--- config.mk ---
export PLATFORM = sky130hd
export DESIGN_NAME = uart_rx_core
export DESIGN_NICKNAME = d
export VERILOG_FILES = /design/src/rtl/uart_rx_core.sv
export SDC_FILE = /design/constraint.sdc
export NUM_CORES = 1
export LEC_CHECK = 0
export CORE_ASPECT_RATIO = 0.6
export CORE_UTILIZATION = 30
export DETAILED_ROUTE_END_ITERATION = 7
export SYNTH_ARGS = -nofsm -noshare
export SYNTH_HDL_FRONTEND = slang
export SYNTH_SLANG_ARGS = --single-unit
--- constraint.sdc ---
create_clock -name clk_i -period 3.6 [get_ports clk_i]
set_input_delay 0.54 -clock clk_i [delete_from_list [all_inputs] [get_ports clk_i]]
set_output_delay 0.54 -clock clk_i [all_outputs]
set_load 0.01 [all_outputs]
--- src/rtl/uart_rx_core.sv ---
// uart_rx_core -- 8N1 UART receiver (start low, data LSB first, stop high).
// The serial line is brought in through a 2-flop synchronizer. The FSM times
// each bit with a baud counter and samples at mid-bit. Each good frame updates
// data_o and raises a one-cycle strobe.
// Ports:
//   clk_i              system clock, rising edge
//   reset_i            synchronous active-high reset
//   rx_i               asynchronous serial input, idle high
//   data_o             last correctly framed byte, bit0 = first data bit
//   data_valid_strb_o  one-cycle pulse when data_o is updated
module uart_rx_core #(
  parameter int UART_BAUD_RATE             = 19200,
  parameter int UART_DATA_LENGTH           = 8,
  parameter int CLK_FREQ                   = 10000000,
  parameter int RX_COUNTER_BITWIDTH        = 3,
  parameter int BAUD_COUNTS_PER_BIT        = 521,
  parameter int BAUD_RATE_COUNTER_BITWIDTH = 10
) (
  input  logic                        clk_i,
  input  logic                        reset_i,
  input  logic                        rx_i,
  output logic [UART_DATA_LENGTH-1:0] data_o,
  output logic                        data_valid_strb_o
);

  localparam int HALF = BAUD_COUNTS_PER_BIT / 2;

  // Terminal values, sized to the counters so every compare is width-exact.
  localparam logic [BAUD_RATE_COUNTER_BITWIDTH-1:0] HALF_TERM =
    BAUD_RATE_COUNTER_BITWIDTH'(HALF - 1);
  localparam logic [BAUD_RATE_COUNTER_BITWIDTH-1:0] BIT_TERM =
    BAUD_RATE_COUNTER_BITWIDTH'(BAUD_COUNTS_PER_BIT - 1);
  localparam logic [RX_COUNTER_BITWIDTH-1:0] LAST_IDX =
    RX_COUNTER_BITWIDTH'(UART_DATA_LENGTH - 1);

  // Elaboration-time sanity check on the timing parameters.
  if (UART_BAUD_RATE < 1 || CLK_FREQ < UART_BAUD_RATE || BAUD_COUNTS_PER_BIT < 2)
  begin : g_bad_cfg
    $error("uart_rx_core: inconsistent baud/clock parameters");
  end

  typedef enum logic [2:0] {IDLE, START, DATA, STOP, WAIT_HIGH} state_t;

  state_t                                state;
  logic                                  rx_meta;
  logic                                  rxs;
  logic [BAUD_RATE_COUNTER_BITWIDTH-1:0] cnt;
  logic [RX_COUNTER_BITWIDTH-1:0]        idx;
  logic [UART_DATA_LENGTH-1:0]           shreg;

  always_ff @(posedge clk_i) begin
    if (reset_i) begin
      state             <= IDLE;
      rx_meta           <= 1'b1;
      rxs               <= 1'b1;
      cnt               <= '0;
      idx               <= '0;
      shreg             <= '0;
      data_o            <= '0;
      data_valid_strb_o <= 1'b0;
    end else begin
      rx_meta           <= rx_i;
      rxs               <= rx_meta;
      data_valid_strb_o <= 1'b0;
      case (state)
        IDLE: begin
          cnt <= '0;
          if (!rxs) state <= START;
        end
        // Re-check the line at mid start bit. A short low pulse is treated
        // as noise and dropped here.
        START: begin
          if (cnt == HALF_TERM) begin
            cnt   <= '0;
            idx   <= '0;
            state <= rxs ? IDLE : DATA;
          end else begin
            cnt <= cnt + 1'b1;
          end
        end
        // A full bit period after the mid start bit lands on each data bit's middle.
        DATA: begin
          if (cnt == BIT_TERM) begin
            cnt        <= '0;
            shreg[idx] <= rxs;
            if (idx == LAST_IDX) state <= STOP;
            else                 idx   <= idx + 1'b1;
          end else begin
            cnt <= cnt + 1'b1;
          end
        end
        // Leave at mid stop bit so a start bit that follows right away is caught.
        STOP: begin
          if (cnt == BIT_TERM) begin
            cnt <= '0;
            if (rxs) begin
              data_o            <= shreg;
              data_valid_strb_o <= 1'b1;
              state             <= IDLE;
            end else begin
              state <= WAIT_HIGH;
            end
          end else begin
            cnt <= cnt + 1'b1;
          end
        end
        // After a framing error or break, wait for the line to go high again.
        // Without this, a line held low would start a new frame straight away.
        WAIT_HIGH: begin
          cnt <= '0;
          if (rxs) state <= IDLE;
        end
        default: state <= IDLE;
      endcase
    end
  end

endmodule

-- Word level (Yosys, flattened, before mapping)
Index checks and enable logic that the tools add are counted.
- reductions and logical operators: 11
- add/sub/neg operators: 2
- bitwise gates (word level): 2
- equal/unequal tests: 14
- magnitude comparators: 2
- mux-type cells: 20
- operator list (kind ; number):
    $mux 3 ; 10
    $pmux 10 s3 ; 1
    $mux 10 ; 2
    $pmux 3 s5 ; 1
    $ne 2x2->1 const B ; 7
    $add 10x1->10 const B ; 1
    $eq 10x10->1 const B ; 1
    $eq 10x9->1 const B ; 1
    $bwmux 8 ; 1
    $eq 3x2->1 const B ; 2
    $eq 3x3->1 const B ; 2
    $pmux 3 s2 ; 1
    $reduce_and 6->1 ; 1
    $lt 3x4->1 const B ; 1
    $reduce_and 4->1 ; 1
    $reduce_or 2->1 ; 2
    $add 3x1->3 const B ; 1
    $demux 1 s3 ; 1
    $eq 3x1->1 const B ; 1
    $ge 3x1->1 const B ; 1
    $logic_not 3->1 ; 1
    $reduce_and 3->1 ; 1
    $reduce_bool 3->1 ; 1
    $reduce_or 3->1 ; 1
    6 further kinds ; 8
- output and inout bits: 9
- logic and storage cells: 59
- input bits: 3
- flip-flop bits (word level): 35

-- Longest topological paths before layout
Gate-level depths: netlist of the first run.
- depth in word-level cells: 5
- mapped depth: 8
- depth with buffers taken out: 7

-- Worst setup path after synthesis of the first run
No wires, ideal clock.
- path type: register -> register
- start point: register cnt[4]
- end point: register shreg[1]
- cell stages (with the launch flop): 6
- library setup time: 0.128 ns
- arrival: 1.725 ns
- buffers on the path: 0
- required time: 3.472 ns
- period minus slack after synthesis: 1.853 ns
- setup slack: 1.747 ns
- path through: dfxtp_1 > or4_4 > nor4_4 > and4bb_1 > mux2i_1 > nor2_1
- longest elaborated chain between the ends: 2
- ends and longest elaborated chain (element ; line ; RTL):
    start: declaration ; 47 ; logic [BAUD_RATE_COUNTER_BITWIDTH-1:0] cnt;
    start signal: assignment ; 78 ; cnt <= cnt + 1'b1;
    start signal: assignment ; 89 ; cnt <= cnt + 1'b1;
    start signal: assignment ; 104 ; cnt <= cnt + 1'b1;
    $eq 10x10->1 ; 83 ; if (cnt == BIT_TERM) begin
    $reduce_and 2->1 (no source line) ; - ;
    end signal: indexed assignment ; 85 ; shreg[idx] <= rxs;
    end: declaration ; 49 ; logic [UART_DATA_LENGTH-1:0] shreg;
No other way between the ends.
A chain may end at the register's enable or synchronous reset.

-- Worst setup path after layout of the first run
- start point: register state[1]
- end point: register shreg[1]
- longest elaborated chain between the ends: 2
- ends and longest elaborated chain (element ; line ; RTL):
    start: declaration ; 44 ; state_t state;
    start signal: assignment ; 76 ; state <= rxs ? IDLE : DATA;
    $eq 3x2->1 ; 65 ; case (state)
    $reduce_and 2->1 (no source line) ; - ;
No other way between the ends.

==> qor.txt, run 1 <==
worst vdd ir -> 169 uV
Total GRT Usage -> 11.9%
Final min period -> 2050 ps
outcome -> finished, final reports clean
Routed Antenna Nets -> 0
hold-fix buffers at CTS -> 0
post-synthesis average cell area -> 9.45 sq um
CTS clock-pin slew for the worst setup and hold paths -> 70 ps
# clock sinks -> 35
Ys Warns -> 0
Pwr per Cell Area -> 380 nW/um^2
CTS tree -> yes
Clock Latency Late Sink -> 290 ps
WL final -> 3040 microns
vias in the first global route -> 1057
endpoints failing setup -> 0
Post-CTS Setup Inserts -> 0
Cells after Synth -> 177
via count -> 1219
slowest stage delay, CP -> 520 ps
area added between synthesis and finish -> 14.7%
first-pass GRT wire length -> 5260 microns
max_slew headroom -> 55.7%
Cell Area, Synth -> 1670 sq um
port buffer count -> 11
net count reported at finish -> 192
ys flop type -> dfxtp_1
total of max-cap violations -> 0
row cnt -> 20
crit share post-route -> 56.9%
total power -> 0.000730 W
reg2reg start -> state[1]$_SDFFE_PP0P_
count of cell types in the netlist -> 43
fraction of registers with async set/reset -> 0%
area of the core -> 5200 sq um
R2R cell count -> 5
Data arrival, critical path -> 2220 ps
layout cell share with drive strength beyond 1 -> 9.14%
Worst Hold End -> rxs$_SDFF_PP1_
critical path's slowest cell -> dfxtp_1
WHS Path Cells -> 1
RD Place Congestion -> 0.759
TritonCTS Buffers -> 5
Critical Path Fanout Max -> 11
final hold violations -> 0
post-CTS sizing -> 0
WL/cell -> 12.1 microns
largest net degree at the start of global routing -> 27
Die H -> 59.8 microns
Residual DRC -> 0
Die Wd -> 98.4 microns
critical hold path startpoint -> rx_meta$_SDFF_PP1_
detail-routed via count per cell -> 4.84
Synth top area share -> 41.9%
Final Skew -> 5.77 ps
critical path type -> flop to flop
grt total ovfl -> 0
setup total negative slack -> 0 ps
Leak -> 0.742 nW
full die area -> 5890 sq um
startpoint class of the critical path -> flop
WP data required -> 3770 ps
setup slack, reg-to-reg -> 1550 ps
top-count cell post-synth -> dfxtp_1
Initial Utilization -> 32.1%
HPWL Detailed -> 2140 microns
Diodes inserted -> 0
Post-synth top cells -> dfxtp_1, nor2_1, mux2i_1
Clock Path Buffers -> 2
largest cells by area after synthesis -> dfxtp_1, mux2i_1, nor2_1
Critical Path Sink Type -> flop
TritonRoute pass-1 iters -> 6
r2r endpoint -> shreg[1]$_SDFFE_PP0P_
Slew Viols, Final -> 0
H-tree level count -> 2
sequential fraction of the synthesis area -> 41.9%
Yosys reg bits -> 35
RSZ-0062 raised after global routing -> false
syn nets -> 184
Post-synth EDFFs -> 0
Max Fclk -> 488 MHz
initial antenna violation count -> 0
Worst Tran Pin Value -> 656 ps
CTS Root Cell -> clkbuf_8
Cell Chain, Critical Path -> or3b_1 > nor4_4 > and4bb_1 > mux2i_1 > nor2_1
Iteration-0 DRC Markers -> 52
cell taking the most area after synthesis -> dfxtp_1
HP Class -> flop to flop
I/O Pins -> 12
-- worst max-delay path: cells and delay by family, from the launching register on --
| kind | cells | cell delay, ps |
|---|---|---|
| mux | 1 | 180 |
| simple gates | 4 | 1230 |
| flops | 1 | 520 |
-- through the flow --
| step | worst slack, ps | area [sq um] | utilization, % | hold WS (ps) | instances |
|---|---|---|---|---|---|
| finish | 1550 | 1920 | 36.9 | 408 | 252 |
| global route | 1390 | 1920 | 36.9 | 433 | 252 |
| CTS | 1550 | 1920 | 36.9 | 411 | 252 |
| detailed placement | 1570 | 1820 | 34.9 | 393 | 244 |
| global placement | 1600 | 1820 | 34.9 | 394 | 244 |
| floorplan | 1750 | 1670 | - | 389 | 177 |
-- where the power goes --
part	switching (W)	internal [W]
logic	0.00000980	0.00000785
clock network	0.000141	0.000174
registers	0.00000706	0.000390
-- state kept, by name, summed over array words and instances, names as in the netlist --
| register | flops |
|---|---|
| data_o | 8 |
| data_valid_strb_o | 1 |
| rxs | 1 |
| cnt | 10 |
| state | 3 |
| rx_meta | 1 |
| shreg | 8 |
| idx | 3 |
-- final cells by class --
| cell class | instances | area (sq um) |
|---|---|---|
| clock buffers | 7 | 96.3 |
| multi-input cells | 127 | 900 |
| flip-flops and latches | 35 | 701 |
| inverters | 4 | 15.0 |
| well taps | 66 | 82.6 |
| repair buffers | 12 | 118 |
| fillers | 532 | 3290 |
| clock inverters | 1 | 7.51 |
-- logic make-up after synthesis --
logic type | Yosys count | synth area share (%)
adder cells (fa/ha/maj) | 4 | 2.99
buffers and inverters | 15 | 4.34
AO/OA/AOI/OAI | 20 | 7.85
multiplexers | 17 | 10.2
flip-flops | 35 | 41.9
XOR/XNOR | 8 | 4.19
AND/OR/NAND/NOR | 78 | 28.6
-- cell usage in the layout (no fill, tap or decap), types with 3 or more instances in the layout --
| cell | instances |
|---|---|
| nor3_1 | 4 |
| mux2i_1 | 17 |
| nand4_1 | 3 |
| nor2_1 | 31 |
| dfxtp_1 | 35 |
| ha_1 | 4 |
| nand2_1 | 10 |
| nor2b_1 | 3 |
| a21oi_1 | 5 |
| o21ai_0 | 4 |
| nand3_1 | 3 |
| nand4b_1 | 4 |
| xor2_1 | 6 |
| clkdlybuf4s50_1 | 11 |
| inv_1 | 4 |
| clkbuf_8 | 7 |
-- layer usage --
| metal | global-route usage (%) | vias to the layer above | wire (microns) |
|---|---|---|---|
| li1 | - | 654 | - |
| met1 | 18.6 | 544 | 1870 |
| met2 | 13.4 | 16 | 1020 |
| met3 | 4.21 | 5 | 107 |
| met4 | 5.76 | 0 | 44 |
| met5 | 0 | - | 0 |
-- worst max-delay path by stage --
stage	depth (start not counted)	slack, ps	to	startpoint
3_3_place_gp	5	1600	shreg[1]$_SDFFE_PP0P_	state[1]$_SDFFE_PP0P_
3_5_place_dp	5	1570	shreg[2]$_SDFFE_PP0P_	state[1]$_SDFFE_PP0P_
6_report	5	1550	shreg[1]$_SDFFE_PP0P_	state[1]$_SDFFE_PP0P_
5_1_grt	5	1390	shreg[1]$_SDFFE_PP0P_	state[1]$_SDFFE_PP0P_
4_1_cts	5	1550	shreg[1]$_SDFFE_PP0P_	state[1]$_SDFFE_PP0P_
2_1_floorplan	5	1750	shreg[1]$_SDFFE_PP0P_	cnt[4]$_SDFFE_PP0P_
No activity file was read; power rests on OpenSTA's default activity.
==> run 2: changes to the inputs <==
==> constraint.sdc (replaced) <==
create_clock -name clk_i -period 2 [get_ports clk_i]
set_input_delay 0.3 -clock clk_i [delete_from_list [all_inputs] [get_ports clk_i]]
set_output_delay 0.3 -clock clk_i [all_outputs]
set_load 0.01 [all_outputs]
==> qor.txt, run 2 (synthesized netlist as in run 1, its figures left out) <==
outcome -> finished, final reports clean
RSZ-0062 raised after global routing -> true
Diodes inserted -> 0 (unchanged)
max FFs per register -> 10 (unchanged)
Gate power share -> 3.3% (+0.9 points)
net count reported at finish -> 203 (+5.7%)
port buffer count -> 11 (unchanged)
startpoint class of the critical path -> flop
RD Place Congestion -> 0.850 (+12%)
row cnt -> 20 (unchanged)
CTS tree -> yes
Max Fclk -> 515 MHz (+5.4%)
Initial Utilization -> 32.1% (unchanged)
hold slack -> 410 ps (+1.11 ps)
layout cell share with drive strength beyond 1 -> 15.2% (+6.1 points)
Final min period -> 1940 ps (-106 ps)
leading registers by flop count -> cnt x10, data_o x8, shreg x8
Clock Path Buffers -> 2 (unchanged)
# clock sinks -> 35 (unchanged)
Routed Antenna Nets -> 0 (unchanged)
hold-fix buffers at CTS -> 0 (unchanged)
WL/cell -> 12.4 microns (+3.0%)
critical path type -> flop to flop
CTS clock-pin slew for the worst setup and hold paths -> 70 ps (about the same)
WL final -> 3270 microns (+7.5%)
vias in the first global route -> 1072 (+1.4%)
P_int -> 0.00112 W (+97%)
Die H -> 59.8 microns (unchanged)
HPWL Detailed -> 2340 microns (+9.4%)
Iteration-0 DRC Markers -> 71 (+37%)
Critical Path Fanout Max -> 8 (-3)
Total GRT Usage -> 12.0% (+0.12 points)
switching share of power -> 20.3% (-1.4 points)
Residual DRC -> 0 (unchanged)
uppermost layer routed -> met4
area of the core -> 5200 sq um (unchanged)
Net Sw Power -> 0.000286 W (+81%)
via count -> 1273 (+4.4%)
worst vdd ir -> 286 uV (+70%)
Final Skew -> 2.24 ps (-3.53 ps)
Data arrival, critical path -> 2120 ps (-100 ps)
initial antenna violation count -> 0 (unchanged)
TritonCTS Buffers -> 5 (unchanged)
full die area -> 5890 sq um (unchanged)
CP startpoint -> cnt[6]$_SDFFE_PP0P_
H-tree level count -> 2 (unchanged)
first-pass GRT wire length -> 5390 microns (+2.4%)
final hold violations -> 0 (unchanged)
HP Class -> flop to flop
endpoints failing setup -> 0 (unchanged)
clock share of power -> 46.7% (+3.5 points)
detail-routed via count per cell -> 4.84 (about the same)
area added between synthesis and finish -> 20.6%
Leak -> 0.811 nW (+9.3%)
critical hold path startpoint -> rx_meta$_SDFF_PP1_
Critical Path Sink Type -> flop
M1 WL -> 1920 microns (+2.7%)
most common cell after layout, fill and taps aside -> dfxtp_1
Pwr per Cell Area -> 699 nW/um^2 (+84%)
reg2reg start -> cnt[6]$_SDFFE_PP0P_
total of max-cap violations -> 0 (unchanged)
# fillers -> 522 (-1.9%)
Largest Register -> cnt
CTS Root Cell -> clkbuf_8
Slew Viols, Final -> 0 (unchanged)
Die Wd -> 98.4 microns (unchanged)
max_slew headroom -> 67.0% (+11 points)
Clock Latency Late Sink -> 280 ps (about the same)
I/O Pins -> 12 (unchanged)
crit share post-route -> 97.1% (+40 points)
largest net degree at the start of global routing -> 22 (-19%)
DR WL met2 -> 1200 microns (+17%)
setup total negative slack -> 0 ps (unchanged)
Flop pwr share -> 50.0% (-4.4 points)
TritonRoute pass-1 iters -> 6 (unchanged)
metal3 WL -> 123 microns (+15%)
WP data required -> 2170 ps (-1600 ps)
most frequent cells in the layout -> dfxtp_1, nor2_1, mux2i_1
Worst Tran Pin Value -> 488 ps (-167 ps)
grt total ovfl -> 0 (unchanged)
## run 2: changes by cell type in the layout (fill, tap and decap cells not counted)
cell and delta:
buf_4 +11, bufinv_16 +1, clkbuf_8 -1, clkinv_2 +1
clkinvlp_4 -1, dfxtp_1 -2, dfxtp_2 +2
## run 2: area by class of cell
cell class	count	area [sq um]	share of cell area, %
Multi-Input combinational cell	127	900	44.6
Timing Repair Buffer	23	200	9.92
Sequential cell	35	703	34.8
Inverter	4	15.0	0.744
Tap cell	66	82.6	4.09
Clock buffer	6	82.6	4.09
Clock inverter	2	35.0	1.74
## run 2: worst max-delay path: stages (launching register included)
cell and delay [ps]:
dfxtp_2 330, or4_4 590, nor4_4 260, buf_4 180, and4bb_1 230, mux2i_1 190
nor2_1 50
## run 2: final timing paths
check             slack [ps]  cells past startpoint                    end
hold / removal           410                      1         rxs$_SDFF_PP1_
setup reg to reg          60                      6  shreg[2]$_SDFFE_PP0P_
hold reg to reg          410                      1         rxs$_SDFF_PP1_
setup / recovery          60                      6  shreg[2]$_SDFFE_PP0P_
## run 2: metal layers
layer / vias up / GRT usage [%]
met5: - / 0
met4: 0 / 3.84
met3: 4 / 4.21
met2: 17 / 14.6
met1: 592 / 18.7
li1: 660 / -
## run 2: metrics by stage
stage	util [%]	power, W	worst slack [ps]	instance area [sq um]	cells
after floorplan	-	0.000753	147	1670	177
after global placement	36.2	0.000767	81.0	1880	253
after detailed placement	36.2	0.000767	54.8	1880	253
after CTS	38.4	0.00143	44.0	2000	261
after global routing	38.8	0.00147	-21.3	2020	263
final	38.8	0.00141	58.0	2020	263
## run 2: power groups by stage
stage / Sequential (W) / Clock, W / Combinational (W)
after floorplan: 0.000721 / 0 / 0.0000316
after global routing: 0.000706 / 0.000709 / 0.0000515
after global placement: 0.000721 / 0 / 0.0000456
after detailed placement: 0.000721 / 0 / 0.0000460
final: 0.000705 / 0.000659 / 0.0000459
after CTS: 0.000705 / 0.000680 / 0.0000461
## run 2: timing repair
| action | in CTS | in global routing |
|---|---|---|
| resized for setup | 0 | 2 |
| endpoints found under the setup margin | 0 | 4 |
| setup buffers | 0 | 2 |
==> run 3: changes to the inputs <==
--- a/config.mk
+++ b/config.mk
@@ -8,6 +8,7 @@
 export CORE_ASPECT_RATIO = 0.6
 export CORE_UTILIZATION = 30
 export DETAILED_ROUTE_END_ITERATION = 7
+export GPL_ROUTABILITY_DRIVEN = 0
 export SYNTH_ARGS = -nofsm -noshare
 export SYNTH_HDL_FRONTEND = slang
 export SYNTH_SLANG_ARGS = --single-unit
==> results of run 3 <==
Final layout, timing and power as in run 2 (identical DEF).
